## src/rtl/intr_src_ctrl_pkg.sv

```systemverilog
// Shared constants for the interrupt source conditioner: register map,
// filter defaults and a small edge-detect helper.
package intr_src_ctrl_pkg;

    localparam int NUM_SRC      = 4;
    localparam int CNT_W        = 4;
    localparam int FILT_LEN_DEF = 3;

    typedef enum logic [1:0] {
        REG_ENA  = 2'd0,
        REG_MODE = 2'd1,
        REG_PEND = 2'd2,
        REG_RAW  = 2'd3
    } reg_addr_e;

    function automatic logic [NUM_SRC-1:0] rise_det(input logic [NUM_SRC-1:0] cur,
                                                    input logic [NUM_SRC-1:0] prev);
        return cur & ~prev;
    endfunction

endpackage

```

## src/rtl/intr_src_ctrl_if.sv

```systemverilog
// CPU I/O port bus seen by the interrupt source conditioner.
interface intr_src_ctrl_if;
    import intr_src_ctrl_pkg::*;

    logic       io_sel;
    logic [1:0] io_addr;
    logic       io_wr;
    logic       io_rd;
    logic [7:0] io_wdata;
    logic [7:0] io_rdata;

    modport master (
        output io_sel, io_addr, io_wr, io_rd, io_wdata,
        input  io_rdata
    );

    modport slave (
        input  io_sel, io_addr, io_wr, io_rd, io_wdata,
        output io_rdata
    );

endinterface

```

## src/rtl/intr_filt.sv

```systemverilog
// One interrupt source: 2-flop synchronizer followed by a glitch filter that
// flips the accepted level after FILT_LEN consecutive disagreeing samples.
module intr_filt
    import intr_src_ctrl_pkg::*;
#(
    parameter int FILT_LEN = FILT_LEN_DEF
) (
    input  logic clock,
    input  logic reset,
    input  logic src,
    output logic sync_lvl,
    output logic filt_lvl
);

    localparam logic [CNT_W-1:0] FILT_TGT = CNT_W'(FILT_LEN);

    logic             sync1_r;
    logic             sync2_r;
    logic             filt_r;
    logic [CNT_W-1:0] cnt_r;
    logic [CNT_W-1:0] cnt_nxt_s;
    logic             filt_nxt_s;

    // Filter decision: agreement clears the run, a full run flips the level.
    always_comb begin
        cnt_nxt_s  = cnt_r;
        filt_nxt_s = filt_r;
        if (sync2_r == filt_r) begin
            cnt_nxt_s  = {CNT_W{1'b0}};
            filt_nxt_s = filt_r;
        end else if ((cnt_r + 4'd1) == FILT_TGT) begin
            cnt_nxt_s  = {CNT_W{1'b0}};
            filt_nxt_s = ~filt_r;
        end else begin
            cnt_nxt_s  = cnt_r + 4'd1;
            filt_nxt_s = filt_r;
        end
    end

    // Synchronizer, run counter and accepted level.
    always_ff @(posedge clock) begin
        if (!reset) begin
            sync1_r <= 1'b0;
            sync2_r <= 1'b0;
            cnt_r   <= {CNT_W{1'b0}};
            filt_r  <= 1'b0;
        end else begin
            sync1_r <= src;
            sync2_r <= sync1_r;
            cnt_r   <= cnt_nxt_s;
            filt_r  <= filt_nxt_s;
        end
    end

    assign sync_lvl = sync2_r;
    assign filt_lvl = filt_r;

endmodule

```

## src/rtl/intr_src_ctrl.sv

```systemverilog
// Interrupt source conditioner: filtered sources, level/edge request shaping,
// sticky pending bits and a CPU-visible register file (ENA, MODE, PEND, RAW).
module intr_src_ctrl
    import intr_src_ctrl_pkg::*;
#(
    parameter int FILT_LEN = FILT_LEN_DEF
) (
    input  logic               clock,
    input  logic               reset,
    intr_src_ctrl_if.slave     bus,
    input  logic [NUM_SRC-1:0] src_in,
    output logic [NUM_SRC-1:0] intr_req,
    output logic [NUM_SRC-1:0] intr_ena
);

    logic [NUM_SRC-1:0] sync_s;
    logic [NUM_SRC-1:0] filt_s;
    logic [NUM_SRC-1:0] filt_d_r;
    logic [NUM_SRC-1:0] ena_r;
    logic [NUM_SRC-1:0] mode_r;
    logic [NUM_SRC-1:0] pend_r;
    logic [NUM_SRC-1:0] pulse_r;
    logic [7:0]         rdata_r;

    logic               wr_s;
    logic               rd_s;
    logic [NUM_SRC-1:0] rise_s;
    logic [NUM_SRC-1:0] ena_nxt_s;
    logic [NUM_SRC-1:0] mode_nxt_s;
    logic [NUM_SRC-1:0] mode_chg_s;
    logic [NUM_SRC-1:0] pend_clr_s;
    logic [NUM_SRC-1:0] pend_nxt_s;
    logic [NUM_SRC-1:0] pulse_nxt_s;
    logic [7:0]         rdata_nxt_s;

    for (genvar i = 0; i < NUM_SRC; i++) begin : g_src
        intr_filt #(
            .FILT_LEN (FILT_LEN)
        ) u_filt (
            .clock    (clock),
            .reset    (reset),
            .src      (src_in[i]),
            .sync_lvl (sync_s[i]),
            .filt_lvl (filt_s[i])
        );
    end

    // Register write decode, pending update and edge-pulse generation.
    always_comb begin
        wr_s       = bus.io_sel & bus.io_wr;
        rd_s       = bus.io_sel & bus.io_rd;
        rise_s     = rise_det(filt_s, filt_d_r);
        ena_nxt_s  = ena_r;
        mode_nxt_s = mode_r;
        pend_clr_s = {NUM_SRC{1'b0}};
        if (wr_s) begin
            case (reg_addr_e'(bus.io_addr))
                REG_ENA:  ena_nxt_s  = bus.io_wdata[NUM_SRC-1:0];
                REG_MODE: mode_nxt_s = bus.io_wdata[NUM_SRC-1:0];
                REG_PEND: pend_clr_s = bus.io_wdata[NUM_SRC-1:0];
                REG_RAW:  pend_clr_s = {NUM_SRC{1'b0}};
                default:  pend_clr_s = {NUM_SRC{1'b0}};
            endcase
        end else begin
            pend_clr_s = {NUM_SRC{1'b0}};
        end
        // A mode flip discards state that was qualified under the old mode.
        mode_chg_s  = mode_nxt_s ^ mode_r;
        pend_nxt_s  = ((pend_r & ~pend_clr_s) | rise_s) & ~mode_chg_s;
        pulse_nxt_s = rise_s & mode_r & ~mode_chg_s;
    end

    // Read mux; RAW packs synchronized levels above filtered levels.
    always_comb begin
        rdata_nxt_s = rdata_r;
        if (rd_s) begin
            case (reg_addr_e'(bus.io_addr))
                REG_ENA:  rdata_nxt_s = {4'd0, ena_r};
                REG_MODE: rdata_nxt_s = {4'd0, mode_r};
                REG_PEND: rdata_nxt_s = {4'd0, pend_r};
                REG_RAW:  rdata_nxt_s = {sync_s, filt_s};
                default:  rdata_nxt_s = 8'h00;
            endcase
        end else begin
            rdata_nxt_s = rdata_r;
        end
    end

    // Register file, edge history and read data.
    always_ff @(posedge clock) begin
        if (!reset) begin
            ena_r    <= {NUM_SRC{1'b0}};
            mode_r   <= {NUM_SRC{1'b0}};
            pend_r   <= {NUM_SRC{1'b0}};
            pulse_r  <= {NUM_SRC{1'b0}};
            filt_d_r <= {NUM_SRC{1'b0}};
            rdata_r  <= 8'h00;
        end else begin
            ena_r    <= ena_nxt_s;
            mode_r   <= mode_nxt_s;
            pend_r   <= pend_nxt_s;
            pulse_r  <= pulse_nxt_s;
            filt_d_r <= filt_s;
            rdata_r  <= rdata_nxt_s;
        end
    end

    assign intr_req     = (mode_r & pulse_r) | (~mode_r & filt_s);
    assign intr_ena     = ena_r;
    assign bus.io_rdata = rdata_r;

endmodule

```

## src/flat_wrapper.sv

```systemverilog
// flat-port wrapper written by rule: the top's interface ports become plain ports
module intr_src_ctrl_flat import intr_src_ctrl_pkg::*;
#(
    parameter int FILT_LEN = FILT_LEN_DEF
)
  (clock, reset, src_in, intr_req, intr_ena, bus_io_sel, bus_io_addr, bus_io_wr, bus_io_rd, bus_io_wdata, bus_io_rdata);
  intr_src_ctrl_if bus_i ();
  input  logic clock;
  input  logic reset;
  input  logic [NUM_SRC-1:0] src_in;
  output logic [NUM_SRC-1:0] intr_req;
  output logic [NUM_SRC-1:0] intr_ena;
  input wire logic [$bits(bus_i.io_sel)-1:0] bus_io_sel;
  input wire logic [$bits(bus_i.io_addr)-1:0] bus_io_addr;
  input wire logic [$bits(bus_i.io_wr)-1:0] bus_io_wr;
  input wire logic [$bits(bus_i.io_rd)-1:0] bus_io_rd;
  input wire logic [$bits(bus_i.io_wdata)-1:0] bus_io_wdata;
  output wire logic [$bits(bus_i.io_rdata)-1:0] bus_io_rdata;
  assign bus_i.io_sel = bus_io_sel;
  assign bus_i.io_addr = bus_io_addr;
  assign bus_i.io_wr = bus_io_wr;
  assign bus_i.io_rd = bus_io_rd;
  assign bus_i.io_wdata = bus_io_wdata;
  assign bus_io_rdata = bus_i.io_rdata;
  intr_src_ctrl #(.FILT_LEN(FILT_LEN)) u_core (.clock(clock), .reset(reset), .bus(bus_i), .src_in(src_in), .intr_req(intr_req), .intr_ena(intr_ena));
endmodule
```

## config.mk

```make
export PLATFORM = sky130hd
export DESIGN_NAME = intr_src_ctrl_flat
export DESIGN_NICKNAME = d
export VERILOG_FILES = /design/src/rtl/intr_src_ctrl_pkg.sv /design/src/rtl/intr_src_ctrl_if.sv /design/src/rtl/intr_filt.sv /design/src/rtl/intr_src_ctrl.sv /design/src/flat_wrapper.sv
export SDC_FILE = /design/constraint.sdc
export NUM_CORES = 1
export LEC_CHECK = 0
export ABC_AREA = 0
export CORE_ASPECT_RATIO = 0.9
export CORE_MARGIN = 5
export CORE_UTILIZATION = 55
export CTS_CLUSTER_SIZE = 12
export DETAILED_ROUTE_END_ITERATION = 10
export HOLD_SLACK_MARGIN = 0.05
export PLACE_DENSITY = 0.79
export SLEW_MARGIN = 5
export SYNTH_ARGS = -nofsm -noshare
export SYNTH_HDL_FRONTEND = slang
export SYNTH_SLANG_ARGS = --single-unit
```

## constraint.sdc

```tcl
create_clock -name clock -period 4.1 [get_ports clock]
set_clock_uncertainty 0.15 [all_clocks]
set_input_delay 0.41 -clock clock [delete_from_list [all_inputs] [get_ports clock]]
set_output_delay 0.41 -clock clock [all_outputs]
set_load 0.1 [all_outputs]
```

# ---- Word-level counts from Yosys, hierarchy flattened
# Index checks and enable logic that the tools add are counted.
dict set report totals {
  regBits 56
  out_inout_bits 16
  wordCells 77
}
dict set report op_classes {
  n_mux 5
  addsub 4
  eq_ne 11
  bitwise_logic 25
  n_reduce_logical 10
}
# cell count
set ops {}
lappend ops {{$pmux 8 s4} 1}
lappend ops {{$and 4x4->4} 7}
lappend ops {{$add 4x1->4 const B} 4}
lappend ops {{$eq 4x2->1 const B} 4}
lappend ops {{$mux 4} 4}
lappend ops {{$not 4->4} 4}
lappend ops {{$reduce_or 3->1} 4}
lappend ops {{$reduce_and 2->1} 5}
lappend ops {{$not 1->1} 9}
lappend ops {{$or 4x4->4} 2}
lappend ops {{$eq 1x1->1} 4}
lappend ops {{$eq 2x2->1 const B} 2}
lappend ops {{$xor 4x4->4} 1}
lappend ops {{$and 1x1->1} 2}
lappend ops {{$eq 2x1->1 const B} 1}
lappend ops {{$logic_not 2->1} 1}

# ---- Depth between registers and ports, before layout
# Gate-level depths: netlist (run 1).
dict set report logic_depth {
  word_depth 7
  mapped_depth 5
}

# ---- Cells and area by module
# From an unflattened synthesis (run 1), not the netlist that was laid out.
dict set report unflattened {
  hier_cells 233
  area_unflattened_um2 2467.4
}
# module area_each_um2 cells_per_inst seq_area_each_um2 instances
set by_module_without_submodules {}
lappend by_module_without_submodules {intr_src_ctrl 1286.2 117 560.5 1}
lappend by_module_without_submodules {intr_filt 295.3 29 140.1 4}

# ---- Worst setup path after synthesis (run 1)
# OpenSTA, ideal clock, no wires.
dict set report synth_timing {
  path_kind {flip-flop to flip-flop}
  startpoint {reg u_core.ena_r[0] (netlist: u_core.intr_ena[0])}
  endpoint {reg u_core.rdata_r[0] (netlist: u_core.bus.io_rdata[0])}
  slack_ps 2476
  required_time_ps 3887
  setup_time_ps 63
  stages_incl_launch_ff 4
  period_less_slack_ps 1624
  arrival_time_ps 1411
  cell_sequence {dfxtp_1 > mux4_2 > nand2_1 > nand2_1}
}
dict set report synth_via {
  elab_chain_cells 1
}
# element line
set synth_lines {}
lappend synth_lines {{start, declared} intr_src_ctrl.sv:19} ;# logic [NUM_SRC-1:0] ena_r;
lappend synth_lines {{start signal, assigned} intr_src_ctrl.sv:92} ;# ena_r <= {NUM_SRC{1'b0}};
lappend synth_lines {{start signal, assigned} intr_src_ctrl.sv:99} ;# ena_r <= ena_nxt_s;
lappend synth_lines {{$pmux 8 s4} intr_src_ctrl.sv:77} ;# case (reg_addr_e'(bus.io_addr))
lappend synth_lines {{end signal, assigned} intr_src_ctrl.sv:104} ;# rdata_r <= rdata_nxt_s;
lappend synth_lines {{end, declared} intr_src_ctrl.sv:23} ;# logic [7:0] rdata_r;
# Every way passes these cells.
# A chain may end at the register's enable or synchronous reset.

# ---- Worst setup path after layout (run 1)
dict set report layout_timing {
  startpoint {reg u_core.mode_r[1]}
  endpoint {out intr_req[1]}
}
dict set report layout_via {
  elab_chain_cells 3
}
# element line
set layout_lines {}
lappend layout_lines {{start, declared} intr_src_ctrl.sv:20} ;# logic [NUM_SRC-1:0] mode_r;
lappend layout_lines {{start signal, assigned} intr_src_ctrl.sv:93} ;# mode_r <= {NUM_SRC{1'b0}};
lappend layout_lines {{start signal, assigned} intr_src_ctrl.sv:100} ;# mode_r <= mode_nxt_s;
lappend layout_lines {{$not 4->4} intr_src_ctrl.sv:108} ;# assign intr_req = (mode_r & pulse_r) | (~mode_r & filt_s);
lappend layout_lines {{$and 4x4->4} intr_src_ctrl.sv:108}
lappend layout_lines {{$or 4x4->4 *} intr_src_ctrl.sv:108}
lappend layout_lines {{end, declared} flat_wrapper.sv:11} ;# output logic [NUM_SRC-1:0] intr_req;
# Mark *: on every way between the ends. The rest lies on a longest branch, timed or not.

==> flow_summary_export.csv, run 1 <==
group,metric,value,unit
die,ioPinCount,35,
timing,maxSlewHeadroom,34.58,%
clocking,cts_setup_buffers,0,
routing,first_pass_iters,4,
place,routabilityCongestion,0.7375,
place,port_buffers,30,
critical_path,path_cells,"mux2_2, clkdlybuf4s50_1",
pwr,p_leak,1.154,nW
yosys,ys_ff_latch,56,
die,dieArea,5851,um2
critical_path,critPathKind,"reg -> out",
yosys,synthesis.area,2431,um2
clocking,clk_path_buf_depth,2,
critical_path,start_kind,"flop",
finish,final_util,65.42,%
yosys,synth.yosys.warnings,0,
timing,tns,0,ps
yosys,synthTopCellsByArea,"dfxtp_1 (46%), mux2i_1 (4.9%), ha_1 (4.1%), nor2b_1 (4.1%), nand2_1 (3.9%)",
timing,max_freq,381.3,MHz
clocking,path_clk_slew,90,ps
timing,rsz0062_at_grt,"no",
die,core-area,4374,um2
grt,grt_pass1_wl,7.113,mm
clocking,holdBufCountCts,0,
critical_path,cp_num_buf_inv,1,
yosys,syn_inst,236,
grt,grt_max_degree,29,
job,cap_violations,0,
critical_path,critPathMaxStageDelay,970,ps
yosys,yosysMostFrequentCell,"dfxtp_1",
timing,worst_pin_slew,978.3,ps
yosys,yosysTopAreaCellShare,46.11,%
finish,area_growth,17.70,%
critical_path,crit_family,"buffers and inverters",
routing,vias_per_cell,5.113,
place,place_inst,321,
die,die_h,73.07,um
place,dp_hpwl,2.990,mm
die,rows,23,
clocking,root_buffer,"clkbuf_8",
timing,holdWs,289.8,ps
finish,nNetsFinal,293,
clocking,numCtsBuffers,5,
die,die_w,80.08,um
routing,wire_per_inst,12.74,um
routing,drt-total-wl,4.180,mm
finish,fin_area,2861,um2
critical_path,cp_max_fo,6,
pwr,pwr_density_cell,326.7,nW/um2
yosys,synthDistinctLibCells,31,
routing,antenna_left,0,
grt,antenna_found_initial,0,
clocking,clk_latency,300,ps
pwr,peakVddDrop,176.2,uV
grt,grt_pass1_vias,1596,
timing,hold_viol_final,0,
routing,drtIter0Drc,40,
yosys,yosys.area.top_type,"dfxtp_1",
die,start_util,55.58,%
critical_path,slowest_stage,"clkdlybuf4s50_1",
place,placed_area,2765,um2
yosys,syn_avg_cell_area,10.30,um2
clocking,ctsResizeCount,0,
yosys,syn_nets,263,
timing,setup-violations-final,0,
yosys,ys_seq_area_share,46.11,%
timing,period_share,63.96,%
routing,drc_errors,0,
pwr,total_power,934.7,uW
timing,finalCriticalPeriod,2622,ps
clocking,ctsHtreeMaxLevel,2,
critical_path,crit_arrival,2060,ps
yosys,async_flop_share,0,%
clocking,clock-sinks,56,
finish,diodes,0,
place,post-place-ws,1743,ps
routing,num_vias,1677,
yosys,ys_top_cells_by_count,"dfxtp_1 (56), nand2_1 (25), nor2b_1 (16)",
yosys,synth_edf_count,0,
status,status,"finished, final reports clean",
grt,grt_remaining_overflow,0,
grt,grt_usage,15.50,%
finish,fin_cells,328,
timing,maxSlewViolCount,0,
clocking,cts_tree,"yes",
critical_path,crit_required,3540,ps
timing,setup_ws,1478,ps
finish,drive_gt1_share,10.53,%
critical_path,endpoint_kind,"output port",
yosys,synth_ff_type,"dfxtp_1",
min_path,hold_path.class,"reg -> reg",
## path summary, 6_finish.rpt
path                                              startpoint                                            to  slack [ps]  cells after the start
setup reg to reg  u_core.g_src[2].u_filt.cnt_r[0]$_SDFF_PP0_  u_core.g_src[2].u_filt.filt_lvl$_SDFFE_PN0P_        2420                      4
hold / removal     u_core.g_src[0].u_filt.sync1_r$_SDFF_PN0_    u_core.g_src[0].u_filt.sync_lvl$_SDFF_PN0_         290                      1
setup / recovery                 u_core.mode_r[1]$_SDFF_PN0_                                   intr_req[1]        1480                      2
hold reg to reg    u_core.g_src[0].u_filt.sync1_r$_SDFF_PN0_    u_core.g_src[0].u_filt.sync_lvl$_SDFF_PN0_         290                      1
## cell type report
cell class / count / area, um2
inverter: 8 / 30.03
multi-input combinational: 164 / 1229
sequential: 56 / 1121
clock buffer: 7 / 96.34
tap: 62 / 77.57
fill: 391 / 1513
timing repair buffer: 31 / 307.8
## power breakdown
part           total [mW]  internal, mW  switching (mW)
registers           0.556         0.550         0.00580
logic              0.0630        0.0284          0.0346
clock network       0.315         0.151           0.165
total               0.935         0.730           0.205
## cells in the final DEF, fill, tap and decap left out, drive strengths merged, types with 7 or more instances in the layout
cell / instances
nor3: 9
nand3: 12
xor2: 8
nand2: 27
clkdlybuf4s50: 30
xnor2: 8
mux2i: 12
nor2: 10
nor2b: 16
clkbuf: 7
inv: 8
dfxtp: 56
and2: 11
ha: 8
## cells by family (layout without fill, tap and decap cells)
kind of cell / Yosys count / in the layout / share of synthesized area, %
xor+xnor: 16 / 16 / 5.765
flops: 56 / 56 / 46.11
buf+inv: 16 / 46 / 3.345
simple gates: 96 / 96 / 22.54
compound gates: 24 / 24 / 7.617
mux: 20 / 20 / 10.50
fa+ha+maj: 8 / 8 / 4.118
## registers in the layout (all words and copies together), names as in the netlist
| register | cells |
|---|---|
| u_core.g_src.u_filt.sync1_r | 4 |
| u_core.mode_r | 4 |
| u_core.g_src.u_filt.cnt_r | 16 |
| u_core.filt_d_r | 4 |
| u_core.bus.io_rdata | 8 |
| u_core.intr_ena | 4 |
| u_core.g_src.u_filt.filt_lvl | 4 |
| u_core.g_src.u_filt.sync_lvl | 4 |
| u_core.pend_r | 4 |
| u_core.pulse_r | 4 |
## per-layer routing
layer | global-route usage [%] | vias to the layer above | wire, um
met5 | 0 | - | 0
met2 | 23.16 | 33 | 1745
li1 | - | 872 | -
met3 | 4.321 | 4 | 201
met1 | 21.44 | 768 | 2189
met4 | 5.629 | 0 | 44
Note: power is estimated with default switching activity, not from simulation.
==> inputs of run 2 (changes only) <==
Settings changed: CORE_UTILIZATION 55 to 53, PLACE_DENSITY 0.79 to 0.76.
Clock period 4.1 ns to 2.47 ns, I/O delays scaled along.
==> run 2 against run 1 <==
Against the previous run: wire length rose by 0.53%; core utilization fell by 1.7 points; clock power rose by 87%; non-clock buffer count rose by 1; register-to-register slack got worse by 1600 ps; highest routed layer unchanged.
==> flow_summary_export.csv, run 2 (same netlist as run 1, synthesis figures left out) <==
group,metric,value,unit
routing,antenna_left,0,
critical_path,cp_num_buf_inv,1,
timing,maxSlewHeadroom,67.19,%
clocking,root_buffer,"clkbuf_8",
critical_path,crit_required,2070,ps
pwr,clockPowerShare,36.4,%
min_path,hold_path.class,"reg -> reg",
timing,maxSlewViolCount,0,
clocking,numCtsBuffers,5,
timing,period_share,70.18,%
routing,routed.top_layer,"met4",
routing,drtIter0Drc,68,
routing,drt-total-wl,4.202,mm
die,die_h,74.25,um
finish,nNetsFinal,294,
timing,max_freq,576.9,MHz
critical_path,endpoint_kind,"output port",
die,dieArea,6043,um2
pwr,peakVddDrop,375.0,uV
routing,num_vias,1675,
clocking,clk_path_buf_depth,2,
finish,regMostFlops,"u_core.g_src.u_filt.cnt_r",
critical_path,crit_family,"flip-flops",
place,port_buffers,30,
min_path,hold_start,"u_core.g_src[0].u_filt.sync1_r$_SDFF_PN0_",
pwr,pwr_density_cell,568.5,nW/um2
routing,drc_errors,0,
clocking,clock-sinks,56,
critical_path,critPathKind,"reg -> out",
die,ioPinCount,35,
pwr,p_sw_share,21.99,%
pwr,p_seq_share,57.1,%
timing,worst_pin_slew,490.6,ps
routing,vias_per_cell,5.076,
finish,diodes,0,
critical_path,start_kind,"flop",
clocking,ctsResizeCount,0,
grt,grt_pass1_vias,1630,
die,rows,23,
place,dp_hpwl,3.113,mm
timing,rsz0062_at_grt,"no",
critical_path,slowest_stage,"dfxtp_1",
grt,grt_usage,15.36,%
critical_path,r2r_start,"u_core.g_src[2].u_filt.cnt_r[0]$_SDFF_PP0_",
routing,wire_per_inst,12.73,um
die,start_util,54.50,%
clocking,path_clk_slew,90,ps
min_path,min_to,"u_core.g_src[0].u_filt.sync_lvl$_SDFF_PN0_",
grt,grt_remaining_overflow,0,
pwr,combinationalPowerShare,6.5,%
routing,route.met3.wl,228,um
grt,grt_pass1_wl,7.182,mm
routing,routedLengthMet1,2.120,mm
critical_path,rr_worst_depth,4,
finish,area_growth,16.98,%
grt,antenna_found_initial,0,
critical_path,critPathMaxStageDelay,430,ps
place,post-place-ws,479.3,ps
timing,finalCriticalPeriod,1734,ps
clocking,ctsHtreeMaxLevel,2,
finish,final_cell_mix,"dfxtp_1 (56), nand2_1 (25), buf_4 (18)",
timing,tns,0,ps
job,cap_violations,0,
min_path,min_path_cells,1,
routing,first_pass_iters,4,
grt,grt_max_degree,24,
clocking,cts_setup_buffers,0,
pwr,switchingPower,355.6,uW
clocking,cts_tree,"yes",
clocking,clk_latency,310,ps
status,status,"finished, final reports clean",
pwr,p_leak,1.196,nW
timing,setup_ws,736.5,ps
place,routabilityCongestion,0.7116,
routing,met2_length,1.820,mm
pwr,internal_power,1.261,mW
clocking,holdBufCountCts,0,
die,die_w,81.39,um
timing,hold_viol_final,0,
finish,drive_gt1_share,17.16,%
critical_path,r2r_slack,810,ps
critical_path,crit_arrival,1340,ps
finish,layout_commonest_cell,"dfxtp_1",
die,core-area,4461,um2
finish,largest_reg_flops,16,
timing,setup-violations-final,0,
critical_path,path_cells,"mux2_2, buf_4",
critical_path,cp_max_fo,6,
critical_path,r2r_end,"u_core.g_src[2].u_filt.filt_lvl$_SDFFE_PN0P_",
[run 2: changes by cell type in the layout (fill, tap and decap cells not counted)]
cell	delta
clkinvlp_4	+1
clkdlybuf4s50_1	-16
clkbuf_8	-2
clkinv_2	+1
buf_4	+17
bufinv_16	+1
[run 2: how the worst max path moves through the flow]
stage	start	to	slack [ps]	depth (start not counted)
global route	u_core.mode_r[1]$_SDFF_PN0_	intr_req[1]	680	2
floorplan	u_core.intr_ena[0]$_SDFFE_PN0P_	u_core.bus.io_rdata[0]$_SDFFE_PN0P_	850	3
finish	u_core.mode_r[0]$_SDFF_PN0_	intr_req[0]	740	2
global placement	bus_io_addr[0]	u_core.bus.io_rdata[0]$_SDFFE_PN0P_	490	4
detailed placement	bus_io_addr[0]	u_core.bus.io_rdata[0]$_SDFFE_PN0P_	480	4
CTS	u_core.mode_r[1]$_SDFF_PN0_	intr_req[1]	730	2
[run 2: per-stage QoR]
step | instances | hold slack [ps] | instance area, um2 | utilization (%) | power (mW)
final | 330 | 292.3 | 2844 | 63.76 | 1.617
after global routing | 330 | 315.5 | 2844 | 63.76 | 1.679
after floorplan | 236 | 187.4 | 2431 | - | 1.009
after CTS | 330 | 296.2 | 2844 | 63.76 | 1.629
after global placement | 322 | 265.2 | 2733 | 61.26 | 1.049
after detailed placement | 322 | 273.6 | 2733 | 61.26 | 1.050
[run 2: power by group through the flow]
stage	Sequential, mW	Combinational (mW)	Clock [mW]
detailed placement	0.945	0.105	0
global route	0.926	0.114	0.639
CTS	0.924	0.106	0.599
finish	0.924	0.105	0.588
floorplan	0.957	0.0528	0
global placement	0.945	0.104	0
[run 2: cell type report]
class | instances | area [um2]
clock buffer | 5 | 68.82
clock inverter | 3 | 42.54
fill | 362 | 1617
inverter | 8 | 30.03
multi-input combinational | 164 | 1229
sequential | 56 | 1121
tap | 62 | 77.57
timing repair buffer | 32 | 275.3
[run 2: per-layer routing]
metal | GRT usage [%] | vias to the layer above
li1 | - | 874
met1 | 20.82 | 761
met2 | 23.87 | 35
met3 | 4.479 | 5
met4 | 4.503 | 0
met5 | 0 | -
